## src/rtl/uart_rx_if.sv

```systemverilog
// Receive-side byte stream: one byte plus its error flags, moved on a valid/ready handshake.
interface uart_rx_if;
   logic [7:0] rx_data;
   logic       rx_valid;
   logic       rx_ready;
   logic       parity_err;
   logic       frame_err;

   modport master (output rx_data, rx_valid, parity_err, frame_err, input rx_ready);
   modport slave  (input rx_data, rx_valid, parity_err, frame_err, output rx_ready);
endinterface

```

## src/rtl/uart_rx.sv

```systemverilog
// 8-bit UART receiver: start, 8 data LSB first, parity, 1 or 2 stops; mid-bit sampling,
// parity/framing checks, single-entry output register with sticky overrun.
module uart_rx #(
   parameter int BAUD_DIVISOR = 868,
   parameter int HALF_DIV     = BAUD_DIVISOR / 2
) (
   input  logic        clk,
   input  logic        rst,
   input  logic        Rx_en,
   input  logic        Two_stop,
   input  logic        Odd_parity,
   input  logic        Rx_in,
   uart_rx_if.master   rx,
   output logic        overrun,
   output logic        busy
);
   typedef enum logic [2:0] {IDLE, START, DATA, PARITY, STOP1, STOP2, WAIT_HIGH} state_t;

   localparam logic [13:0] TICK_VAL = 14'(BAUD_DIVISOR - 1);
   localparam logic [13:0] HALF_VAL = 14'(HALF_DIV - 1);

   state_t      state, state_n;
   logic [1:0]  sync;
   logic        rx_s;
   logic [13:0] baud_count;
   logic [2:0]  bit_idx;
   logic [7:0]  shift;
   logic        perr, ferr;
   logic        two_stop_r, odd_r;
   logic        tick, complete, ferr_fin, accept;

   assign rx_s   = sync[1];
   assign tick   = (baud_count == TICK_VAL);
   assign accept = rx.rx_valid & rx.rx_ready;
   assign busy   = (state != IDLE);

   always_comb begin
      state_n  = state;
      complete = 1'b0;
      ferr_fin = ferr;
      case (state)
         IDLE:      if (Rx_en && !rx_s) state_n = START;
         START:     if (baud_count == HALF_VAL) state_n = rx_s ? IDLE : DATA;
         DATA:      if (tick && bit_idx == 3'd7) state_n = PARITY;
         PARITY:    if (tick) state_n = STOP1;
         STOP1: if (tick) begin
            ferr_fin = ~rx_s;
            if (two_stop_r) state_n = STOP2;
            else            complete = 1'b1;
         end
         STOP2: if (tick) begin
            ferr_fin = ferr | ~rx_s;
            complete = 1'b1;
         end
         WAIT_HIGH: if (rx_s) state_n = IDLE;
         default:   state_n = IDLE;
      endcase
      // a line still low after a framing error is a break: wait for idle before re-arming
      if (complete) state_n = (ferr_fin && !rx_s) ? WAIT_HIGH : IDLE;
   end

   always_ff @(posedge clk) begin
      if (rst) begin
         state         <= IDLE;
         sync          <= 2'b11;
         baud_count    <= '0;
         bit_idx       <= '0;
         shift         <= '0;
         perr          <= 1'b0;
         ferr          <= 1'b0;
         two_stop_r    <= 1'b0;
         odd_r         <= 1'b0;
         rx.rx_data    <= 8'h00;
         rx.rx_valid   <= 1'b0;
         rx.parity_err <= 1'b0;
         rx.frame_err  <= 1'b0;
         overrun       <= 1'b0;
      end else begin
         sync  <= {sync[0], Rx_in};
         state <= state_n;

         if (state_n != state || tick) baud_count <= '0;
         else                          baud_count <= baud_count + 14'd1;

         if (state == IDLE && state_n == START) begin
            two_stop_r <= Two_stop;
            odd_r      <= Odd_parity;
         end
         if (state == START && state_n == DATA) bit_idx <= '0;

         if (state == DATA && tick) begin
            shift   <= {rx_s, shift[7:1]};
            bit_idx <= bit_idx + 3'd1;
         end
         if (state == PARITY && tick) perr <= ((^shift) ^ rx_s) != odd_r;
         if ((state == STOP1 || state == STOP2) && tick) ferr <= ferr_fin;

         if (complete && (!rx.rx_valid || accept)) begin
            rx.rx_data    <= shift;
            rx.parity_err <= perr;
            rx.frame_err  <= ferr_fin;
            rx.rx_valid   <= 1'b1;
         end else if (accept) begin
            rx.rx_valid   <= 1'b0;
         end

         // set has priority over the handshake clear
         if (complete && rx.rx_valid && !accept) overrun <= 1'b1;
         else if (accept)                        overrun <= 1'b0;
      end
   end
endmodule
```

## src/flat_wrapper.sv

```systemverilog
// flat-port wrapper written by rule: the top's interface ports become plain ports
module uart_rx_flat 
#(
   parameter int BAUD_DIVISOR = 868,
   parameter int HALF_DIV     = BAUD_DIVISOR / 2
)
  (clk, rst, Rx_en, Two_stop, Odd_parity, Rx_in, overrun, busy, rx_rx_data, rx_rx_valid, rx_parity_err, rx_frame_err, rx_rx_ready);
  uart_rx_if rx_i ();
  input  logic clk;
  input  logic rst;
  input  logic Rx_en;
  input  logic Two_stop;
  input  logic Odd_parity;
  input  logic Rx_in;
  output logic overrun;
  output logic busy;
  output wire logic [$bits(rx_i.rx_data)-1:0] rx_rx_data;
  output wire logic [$bits(rx_i.rx_valid)-1:0] rx_rx_valid;
  output wire logic [$bits(rx_i.parity_err)-1:0] rx_parity_err;
  output wire logic [$bits(rx_i.frame_err)-1:0] rx_frame_err;
  input wire logic [$bits(rx_i.rx_ready)-1:0] rx_rx_ready;
  assign rx_rx_data = rx_i.rx_data;
  assign rx_rx_valid = rx_i.rx_valid;
  assign rx_parity_err = rx_i.parity_err;
  assign rx_frame_err = rx_i.frame_err;
  assign rx_i.rx_ready = rx_rx_ready;
  uart_rx #(.BAUD_DIVISOR(BAUD_DIVISOR), .HALF_DIV(HALF_DIV)) u_core (.clk(clk), .rst(rst), .Rx_en(Rx_en), .Two_stop(Two_stop), .Odd_parity(Odd_parity), .Rx_in(Rx_in), .rx(rx_i), .overrun(overrun), .busy(busy));
endmodule
```

## config.mk

```make
export PLATFORM = sky130hd
export DESIGN_NAME = uart_rx_flat
export DESIGN_NICKNAME = d
export VERILOG_FILES = /design/src/rtl/uart_rx_if.sv /design/src/rtl/uart_rx.sv /design/src/flat_wrapper.sv
export SDC_FILE = /design/constraint.sdc
export NUM_CORES = 1
export LEC_CHECK = 0
export CORE_MARGIN = 3
export CORE_UTILIZATION = 30
export CTS_BUF_LIST = sky130_fd_sc_hd__clkbuf_16
export CTS_CLUSTER_DIAMETER = 50
export CTS_CLUSTER_SIZE = 16
export DETAILED_ROUTE_END_ITERATION = 6
export PLACE_DENSITY_LB_ADDON = 0.3
export SYNTH_ARGS = -nofsm -noshare
export SYNTH_HDL_FRONTEND = slang
export SYNTH_SLANG_ARGS = --single-unit
export TNS_END_PERCENT = 5
```

## constraint.sdc

```tcl
create_clock -name clk -period 3.2 [get_ports clk]
set_input_delay 0.48 -clock clk [delete_from_list [all_inputs] [get_ports clk]]
set_output_delay 0.48 -clock clk [all_outputs]
set_load 0.01 [all_outputs]
```

==> results of run 1 <==
[sequential cells by signal, summed over array words and instances, names as in the netlist, 2 cells and up]
register	cells
u_core.baud_count	14
u_core.rx.rx_data	8
u_core.shift	8
u_core.bit_idx	3
u_core.state	3
u_core.sync	2
[power by group through the flow]
stage               Combinational [uW]  Clock, uW  Sequential (uW)
floorplan                         39.3          0              596
global placement                  50.7          0              599
detailed placement                51.2          0              600
CTS                               51.7        585              587
global route                      56.4        606              588
finish                            50.6        566              587
[per-stage QoR]
stage                 util  setup WS (ns)  instances  hold WS (ns)
floorplan                -         0.5196        229        0.3895
global placement    0.3529         0.5315        333        0.3939
detailed placement  0.3529         0.4811        333        0.3994
CTS                 0.3764         0.4359        341        0.4140
global route        0.3764         0.2820        341        0.4311
finish              0.3764         0.4446        341        0.4100
[final cells by class]
type | instances | area [sq um]
Multi-Input combinational cell | 165 | 1169
Clock buffer | 5 | 125.1
Fill cell | 729 | 4307
Clock inverter | 3 | 37.54
Inverter | 4 | 15.01
Tap cell | 96 | 120.1
Sequential cell | 46 | 920.9
Timing Repair Buffer | 22 | 212.7
[synthesized netlist by cell type, drive strengths merged, types with 5 or more instances]
library cell / instances / share of area
clkbuf: 9 / 0.016
nand3: 7 / 0.016
nor4: 17 / 0.078
mux2i: 19 / 0.088
dfxtp: 46 / 0.42
nand2: 10 / 0.017
nor2: 32 / 0.055
xnor2: 17 / 0.069
a21oi: 8 / 0.018
buf: 5 / 0.014
nand2b: 5 / 0.014
[routing by layer]
layer | vias up | GRT usage | part of all wire
met4 | 0 | 0.03015 | 0.010
met1 | 756 | 0.1384 | 0.49
met2 | 13 | 0.1741 | 0.48
met3 | 6 | 0.02320 | 0.020
li1 | 832 | - | -
met5 | - | 0 | 0
[kinds of logic after synthesis]
| family | count (synthesis) | synth area share |
|---|---|---|
| fa+ha+maj | 4 | 0.02307 |
| xor+xnor | 21 | 0.08477 |
| mux | 20 | 0.09458 |
| compound gates | 23 | 0.07036 |
| flops | 46 | 0.4245 |
| buf+inv | 18 | 0.03691 |
| simple gates | 97 | 0.2659 |
[worst register-to-register path: stages, from the launching register on]
cell	delay (ns)
sky130_fd_sc_hd__dfxtp_1	0.34
sky130_fd_sc_hd__or4_1	0.56
sky130_fd_sc_hd__or4_4	0.58
sky130_fd_sc_hd__o311ai_2	0.29
sky130_fd_sc_hd__a31oi_1	0.16
sky130_fd_sc_hd__mux2_4	0.43
sky130_fd_sc_hd__nor4_1	0.31
[worst paths after layout]
path	from	end	slack, ns	cells past startpoint
setup / recovery	u_core.baud_count[11]$_SDFF_PP0_	u_core.baud_count[7]$_SDFF_PP0_	0.44	6
hold / removal	u_core.sync[0]$_SDFF_PP1_	u_core.sync[1]$_SDFF_PP1_	0.41	1
setup reg to reg	u_core.baud_count[11]$_SDFF_PP0_	u_core.baud_count[7]$_SDFF_PP0_	0.44	6
hold reg to reg	u_core.sync[0]$_SDFF_PP1_	u_core.sync[1]$_SDFF_PP1_	0.41	1
==> flow_results.org, run 1 <==
** Outcome
- The run finished with clean final reports.

** Layout
- Leaving out fill and tap cells, the most frequent cells in the layout are sky130_fd_sc_hd__dfxtp_1, sky130_fd_sc_hd__nor2_1, sky130_fd_sc_hd__mux2i_1, sky130_fd_sc_hd__clkdlybuf4s50_1, sky130_fd_sc_hd__xnor2_1.
- After routing the design area is 2600 sq um.
- 0 antenna diodes ended up in the layout.
- Final nets :: approximately 260
- In the final layout, the share of cells above drive strength 1 is 0.1102.
- The area growth from synthesis to layout is 19.84%.
- Most frequent standard cell in the layout excluding fill and tap cells :: sky130_fd_sc_hd__dfxtp_1

** Synth
- Net count after synthesis :: between 200 and 250
- For this run, the register share of the synthesized area comes to 0.4245.
- Total standard cell area after synthesis :: about 2200 sq um
- Async S/R FF share, synth :: 0
- Yosys mapped a number of flops with a built-in enable equal to 0.
- Netlist cell types :: 40
- Dominant synthesized flop cell :: sky130_fd_sc_hd__dfxtp_1
- In this run, synthesis produced a sequential element count of 46.
- YS warnings :: 0
- Synth Instances :: 229
- Average instance area after synthesis :: 9.474 sq um

** Worst setup path
- The worst setup path is launched from a flop.
- In this run the worst path has a maximum fanout of 14.
- Type of the worst setup path :: reg2reg
- The slowest stage of the critical path belongs to the cell sky130_fd_sc_hd__or4_4.
- CP top delay family :: simple AND/OR/NAND/NOR gates
- STA classifies the critical path endpoint as a flop.
- STA puts the critical path data required time at 3.39 ns.
- Data on the critical path arrives at its endpoint at 2.94 ns.
- Buffers and inverters on the worst path :: 0
- In this design, the stage delay of the slowest critical-path cell is roughly 0.58 ns.
- Worst path cell trace :: or4_1, or4_4, o311ai_2, a31oi_1, mux2_4, nor4_1

** Routing
- TritonRoute pass-1 iters :: 4
- Overall routed net length :: 4.179 mm
- After detailed routing, the number of vias per cell comes to 4.713.
- Antenna Nets Post-Route :: 0
- For this run, design rule violations remaining after detail routing come to 0.
- Starting DRT DRC Count :: 45
- In the final routed layout, each cell accounts on average for 12.26 microns.
- DR vias :: 1607

** Placement
- Summing all placed instances gives a cell area of 2437 sq um.
- During placement, the flow inserted port buffers numbering 19.
- GPL Wtd Cong :: 0.8254
- DP Wirelength :: a little under 3 mm

** Timing
- For the final routed database, the setup TNS stands at 0 ns.
- Worst Max-Slew Pin Slew :: 0.6154 ns
- Setup violations remaining at the end of the flow were counted as 0.
- Final hold viol count :: 0
- Rel. slew slack :: 0.5897
- Tcrit/Tclk final :: 0.8611
- For this run, the top clock speed supported by timing is approximately 360 MHz.
- Subtracting the final worst setup slack from the clock period gives 2.755 ns.
- Setup repair after global routing missed its margin :: no
- The final count of pins violating max slew is 0.
- For the final database, setup skew stands at ~0.0072 ns.

** Global route
- Sum of overflow across all layers after global routing :: 0
- The via count of the first global-routing pass was 1524.
- Entering global routing, the biggest net connects 35 pins.
- Global-route wire length before repair :: 7.320 mm
- Antenna violations before repair :: 0
- For this run, the total global-route usage over all layers was measured as 0.1056.

** Clocking
- The number of hold buffers added after CTS was 0.
- The clock reaches the later pin of the worst-skew pair after ~0.28 ns.
- Counting along the longest clock path gives a buffer depth of 2.
- Clock tree synthesis inserted a total of 5 buffers.
- Total number of H-tree levels :: 2
- Clock transition at path regs :: roughly 0.06 ns
- After clock tree synthesis, the setup repair step added 0 buffers.
- TritonCTS built the clock tree.
- Cell at the root of the clock tree :: sky130_fd_sc_hd__clkbuf_16
- Gates resized during post-CTS repair numbered 0.
- For this design, the sink count on the clock tree is 46.

** Die
- In this run the standard cell core region covers 6907 sq um.
- Measured along the y axis, the die boundary spans slightly above 90 microns.
- I/O pin cnt :: 20
- Core Rows :: 30
- Area of the die :: between 8000 and 9000 sq um
- Effective utilization at floorplan :: 0.3141
- The die is 91.04 microns wide.

** Pwr
- Power per unit of standard cell area :: 463.1 nW/um^2
- The share of total power dissipated in sequential elements is 0.488.
- Of the total power, the share spent switching nets is 0.1988.
- Combinational power share :: 0.042
- The internal portion of the total power is between 900 and 1000 uW.
- Clock share of power :: 0.470
- Total power consumption of the routed design :: 1204 uW
- Leakage power figure :: 0.0008599 uW
- IR analysis of the VDD net gives a maximum drop of 0.0002202 V.
- Switching component of the power :: 239.3 uW

** Min path
- The tightest min-delay check is of the reg2reg type.

** Flow run
- Count of maximum capacitance violations :: 0
(Power assumes the default switching activity.)
==> run 2: changes to the inputs <==
- ABC_AREA: unset -> 1
==> run 2 against run 1 <==
  * Die area increased by 7.1%
  * Non-clock buffer count decreased by 2
  * Register-to-register slack improved by 0.61 ns
  * Critical path depth decreased by 3
  * Maximum frequency increased by 26%
  * Via count increased by 13%
  * Combinational power increased by 17%
  * Global-route usage increased by 0.81 points
  * Highest routed layer unchanged
==> flow_results.org, run 2 <==
** Pwr
- Internal :: 975.4 uW (+1.1%)
- The worst vdd rail ir drop came to 0.0002089 V (-5.1%).
- Combinational power share :: 0.047 (+0.005)
- Switching component of the power :: 281.8 uW (+18%)
- The leakage power total is 0.001023 uW (+19%).
- Power per unit of standard cell area :: 454.2 nW/um^2 (-1.9%)
- Net switching share of the total power :: 0.2241 (+0.02536)
- Clock share of power :: 0.487 (+0.017)
- Relative contribution of sequential cells to total power :: 0.466 (-0.022)

** Clocking
- The root buffer cell chosen for the clock tree is sky130_fd_sc_hd__clkbuf_16.
- The count of hold-fix buffers inserted at cts was 0 (unchanged).
- Total number of H-tree levels :: 2 (unchanged)
- The number of setup buffers added after CTS came to 0 (unchanged).
- TritonCTS sink count :: 46 (unchanged)
- Max Buffers Root-to-Sink :: 2 (unchanged)
- Clock tree from TritonCTS :: yes
- The clock-pin slew on the worst setup and hold paths came to 0.07 ns (about the same).
- Clock Latency Late Sink :: 0.29 ns (about the same)
- Post-CTS sizing :: 0 (unchanged)
- Clock buffers created by TritonCTS :: 5 (unchanged)

** Worst setup path
- The endpoint identified for the worst register-to-register timing path is u_core.baud_count[3]$_SDFF_PP0_.
- Critical path endpoint category :: output pin
- The largest individual stage delay along the critical path comes from the cell sky130_fd_sc_hd__dfxtp_1.
- Tracing the worst setup path back leads to its startpoint at u_core.state[2]$_SDFF_PP0_.
- The worst-path maximum fanout came to 11 (-3).
- Delay of the slowest cell on the worst path :: 0.59 ns (about the same)
- The critical path in this run is classified as reg2out.
- Depth of the worst register-to-register path :: 8 (+2)
- In this run the worst setup path terminates at busy.
- The arrival time at the worst endpoint was 1.71 ns (-1.23 ns).
- The worst endpoint required time came to 2.72 ns (-0.67 ns).
- Worst path cell trace :: inv_1, nand2_1, clkdlybuf4s50_1
- Reg2Reg Setup Slack :: 1.05 ns (+0.61 ns)
- Startpoint Class :: flop
- In this run the critical register-to-register path is launched from u_core.state[2]$_SDFF_PP0_.

** Routing
- The remaining number of nets flagged by the antenna check after routing came to 0 (unchanged).
- The routed via count was 1809 (+13%).
- Drc violations :: 0 (unchanged)
- The first-pass iteration count of the detailed router is 4 (unchanged).
- The aggregate routed wire length is 4.457 mm (+6.7%).
- Vias per std cell :: 4.445 (-5.7%)
- Wire length per cell :: 10.95 microns (-11%)
- The iteration-0 DRC count of the detailed router was 145 (+220%).

** Min path
- The worst hold path begins at u_core.sync[0]$_SDFF_PP1_.
- Class of the most critical hold timing path :: reg2reg

** Layout
- Reg with most FFs :: u_core.baud_count
- Relative to the synthesized area, the layout overhead comes to 18.54%.
- The library cells used most frequently in the layout, excluding fill and tap cells, are sky130_fd_sc_hd__dfxtp_1, sky130_fd_sc_hd__inv_1, sky130_fd_sc_hd__nand2_1, sky130_fd_sc_hd__nor2_1, sky130_fd_sc_hd__clkdlybuf4s50_1.
- Multi-input gate area in the final layout :: 1190 sq um (+1.8%)
- Max FFs per register :: 14 (unchanged)
- The fraction of final layout cells sized beyond drive strength 1 was 0.1558 (+0.04564).
- The final antenna diode count came to 0 (unchanged).
- The area occupied by registers came to 920.9 sq um (unchanged).
- The filler cell count came to 760 (+4.3%).
- Final nets :: 318 (+25%)
- Most frequent standard cell in the layout excluding fill and tap cells :: sky130_fd_sc_hd__dfxtp_1
- In the final layout, the registers with the most flip-flops are u_core.baud_count (14), u_core.rx.rx_data (8), u_core.shift (8).

** Timing
- Final setup violation count :: 0 (unchanged)
- Tcrit/Tclk final :: 0.6836 (-0.1775)
- Post-Route Setup TNS :: 0 ns (unchanged)
- Setup repair after global routing missed its margin :: no
- The maximum operating frequency came to 457.1 MHz (+26%).
- The worst clock skew came to 0.003281 ns (-0.003953 ns).
- Crit path time final :: 2.188 ns (-0.5679 ns)
- Final hold viol count :: 0 (unchanged)
- Worst hold-check slack :: 0.4133 ns (+0.003311 ns)
- Rel. slew slack :: 0.6675 (+0.07778)
- The final count of pins violating max slew is 0 (unchanged).
- Worst Max-Slew Pin Slew :: 0.4942 ns (-0.1212 ns)

** Die
- Placeable core region :: 7408 sq um (+7.3%)
- Vertical extent of the die :: 94.22 microns (+3.5%)
- The starting density of the core is 0.3151 (+0.001019).
- The horizontal die dimension was 94.22 microns (+3.5%).
- The number of top-level design ports is 20 (unchanged).
- Core Rows :: 31 (+3.3%)
- Area of the die :: 8877 sq um (+7.1%)

** Synth
- The async set-or-reset flop fraction in the synthesized netlist came to 0 (unchanged).
- Most area-consuming cells after synthesis :: sky130_fd_sc_hd__dfxtp_1, sky130_fd_sc_hd__nor2_4, sky130_fd_sc_hd__inv_1
- The number of instances in the synthesized netlist came to 288 (+26%).
- The count of distinct cell types in the synthesized netlist came to 33 (-18%).
- YS warnings :: 0 (unchanged)
- Top cells by instance count after synthesis :: sky130_fd_sc_hd__dfxtp_1, sky130_fd_sc_hd__inv_1, sky130_fd_sc_hd__nand2_1
- Most common cell in the synthesized netlist :: sky130_fd_sc_hd__dfxtp_1
- Flip-flop and latch count after synthesis :: 46 (unchanged)
- Total standard cell area after synthesis :: 2335 sq um (+7.6%)
- Number of enable flip-flop cells after synthesis :: 0 (unchanged)
- Average instance area after synthesis :: 8.107 sq um (-14%)
- Dominant synthesized flop cell :: sky130_fd_sc_hd__dfxtp_1
- Post-synthesis sequential area ratio :: 0.3944 (-0.03003)
- The net count of the mapped netlist was 299 (+25%).
- The largest total area in the synthesized netlist belongs to sky130_fd_sc_hd__dfxtp_1.
- The proportion of netlist area held by the largest area contributor was 0.3944 (-0.03003).

** Global route
- Met3 usage in global routing :: 0.02885 (+0.005648)
- The via count of the first global-routing pass came to 1833 (+20%).
- GR Util met1 :: 0.1464 (+0.008003)
- Antenna violations before repair :: 0 (unchanged)
- After global routing, the most crowded layer is met2.
- Largest net degree at the start of global routing :: 20 (-43%)
- The total grt overflow came to 0 (unchanged).
- The global routing usage summed across all routing layers is 0.1138 (+0.008107).
- Met2 track demand over resource :: 0.1779 (+0.003770)
- The first-pass GRT wire length came to 8.017 mm (+9.5%).

** Outcome
- Outcome :: finished clean

** Flow run
- Count of maximum capacitance violations :: 0 (unchanged)

** Placement
- The number of input and output port buffers inserted was 19 (unchanged).
- The final RePlAce weighted congestion came to 0.8514 (+3.1%).
- The total half-perimeter wirelength after legalization and detailed placement came to 3.287 mm (+12%).
-- run 2: changes by cell type in the layout (fill, tap and decap cells not counted), moves of 8 or more --
cell                      before  now
sky130_fd_sc_hd__nor2_4        0   14
sky130_fd_sc_hd__inv_1         6   39
sky130_fd_sc_hd__o21ai_0       2   13
sky130_fd_sc_hd__a21oi_1       8   16
sky130_fd_sc_hd__mux2i_1      19    0
sky130_fd_sc_hd__nor4_2       10    0
sky130_fd_sc_hd__nand2_1      10   36
sky130_fd_sc_hd__xnor2_1      17    9
-- run 2: worst min path at each step --
| stage | end | slack (ns) | cells past startpoint |
|---|---|---|---|
| 2_1_floorplan | u_core.sync[1]$_SDFF_PP1_ | 0.39 | 1 |
| 3_3_place_gp | u_core.sync[1]$_SDFF_PP1_ | 0.39 | 1 |
| 3_5_place_dp | u_core.sync[1]$_SDFF_PP1_ | 0.40 | 1 |
| 4_1_cts | u_core.sync[1]$_SDFF_PP1_ | 0.42 | 1 |
| 5_1_grt | u_core.sync[1]$_SDFF_PP1_ | 0.44 | 1 |
| 6_report | u_core.sync[1]$_SDFF_PP1_ | 0.41 | 1 |
-- run 2: per-stage QoR --
| step | total power, uW | utilization | area [sq um] | std cells | setup slack, ns |
|---|---|---|---|---|---|
| final | 1257 | 0.3736 | 2768 | 407 | 1.012 |
| after global routing | 1303 | 0.3736 | 2768 | 407 | 0.8267 |
| after CTS | 1273 | 0.3736 | 2768 | 407 | 1.020 |
| after detailed placement | 659.1 | 0.3501 | 2594 | 399 | 1.004 |
| after global placement | 658.6 | 0.3501 | 2594 | 399 | 1.040 |
| after floorplan | 644.5 | - | 2335 | 288 | 1.459 |
-- run 2: critical path, delay by kind of cell, from the launching register on --
family	cells	cell delay [ns]
buffers and inverters	2	0.71
DFF	1	0.59
and+or+nand+nor	1	0.11
-- run 2: per-layer routing --
layer  wire (microns)  part of all wire  up-vias
li1                 -                 -      961
met1             2202              0.49      808
met2             1989              0.45       31
met3              170             0.038        9
met4               94             0.021        0
met5                0                 0        -
-- run 2: area by class of cell --
type                       count  area share
multi-input combinational    191      0.4299
sequential                    46      0.3327
timing repair buffer          20     0.07143
inverter                      43     0.05832
clock buffer                   5     0.04521
tap                           99     0.04476
clock inverter                 3     0.01763
-- run 2: kinds of logic (layout without fill, tap and decap cells) --
group                      after synthesis  after routing  synth area share
buffers and inverters                   51             71           0.09592
xor gates and xnor gates                20             20           0.07503
DFF                                     46             46            0.3944
and+or+nand+nor                        125            125            0.3092
adders and majority gates                4              4           0.02144
AOI/OAI and AO/OA                       42             42            0.1040
-- run 2: power groups by stage --
stage          Sequential [uW]  Clock, uW  Combinational [uW]
2_1_floorplan              597          0                47.4
3_3_place_gp               598          0                60.3
3_5_place_dp               599          0                60.2
4_1_cts                    586        627                60.6
5_1_grt                    586        650                66.8
6_report                   585        612                59.4
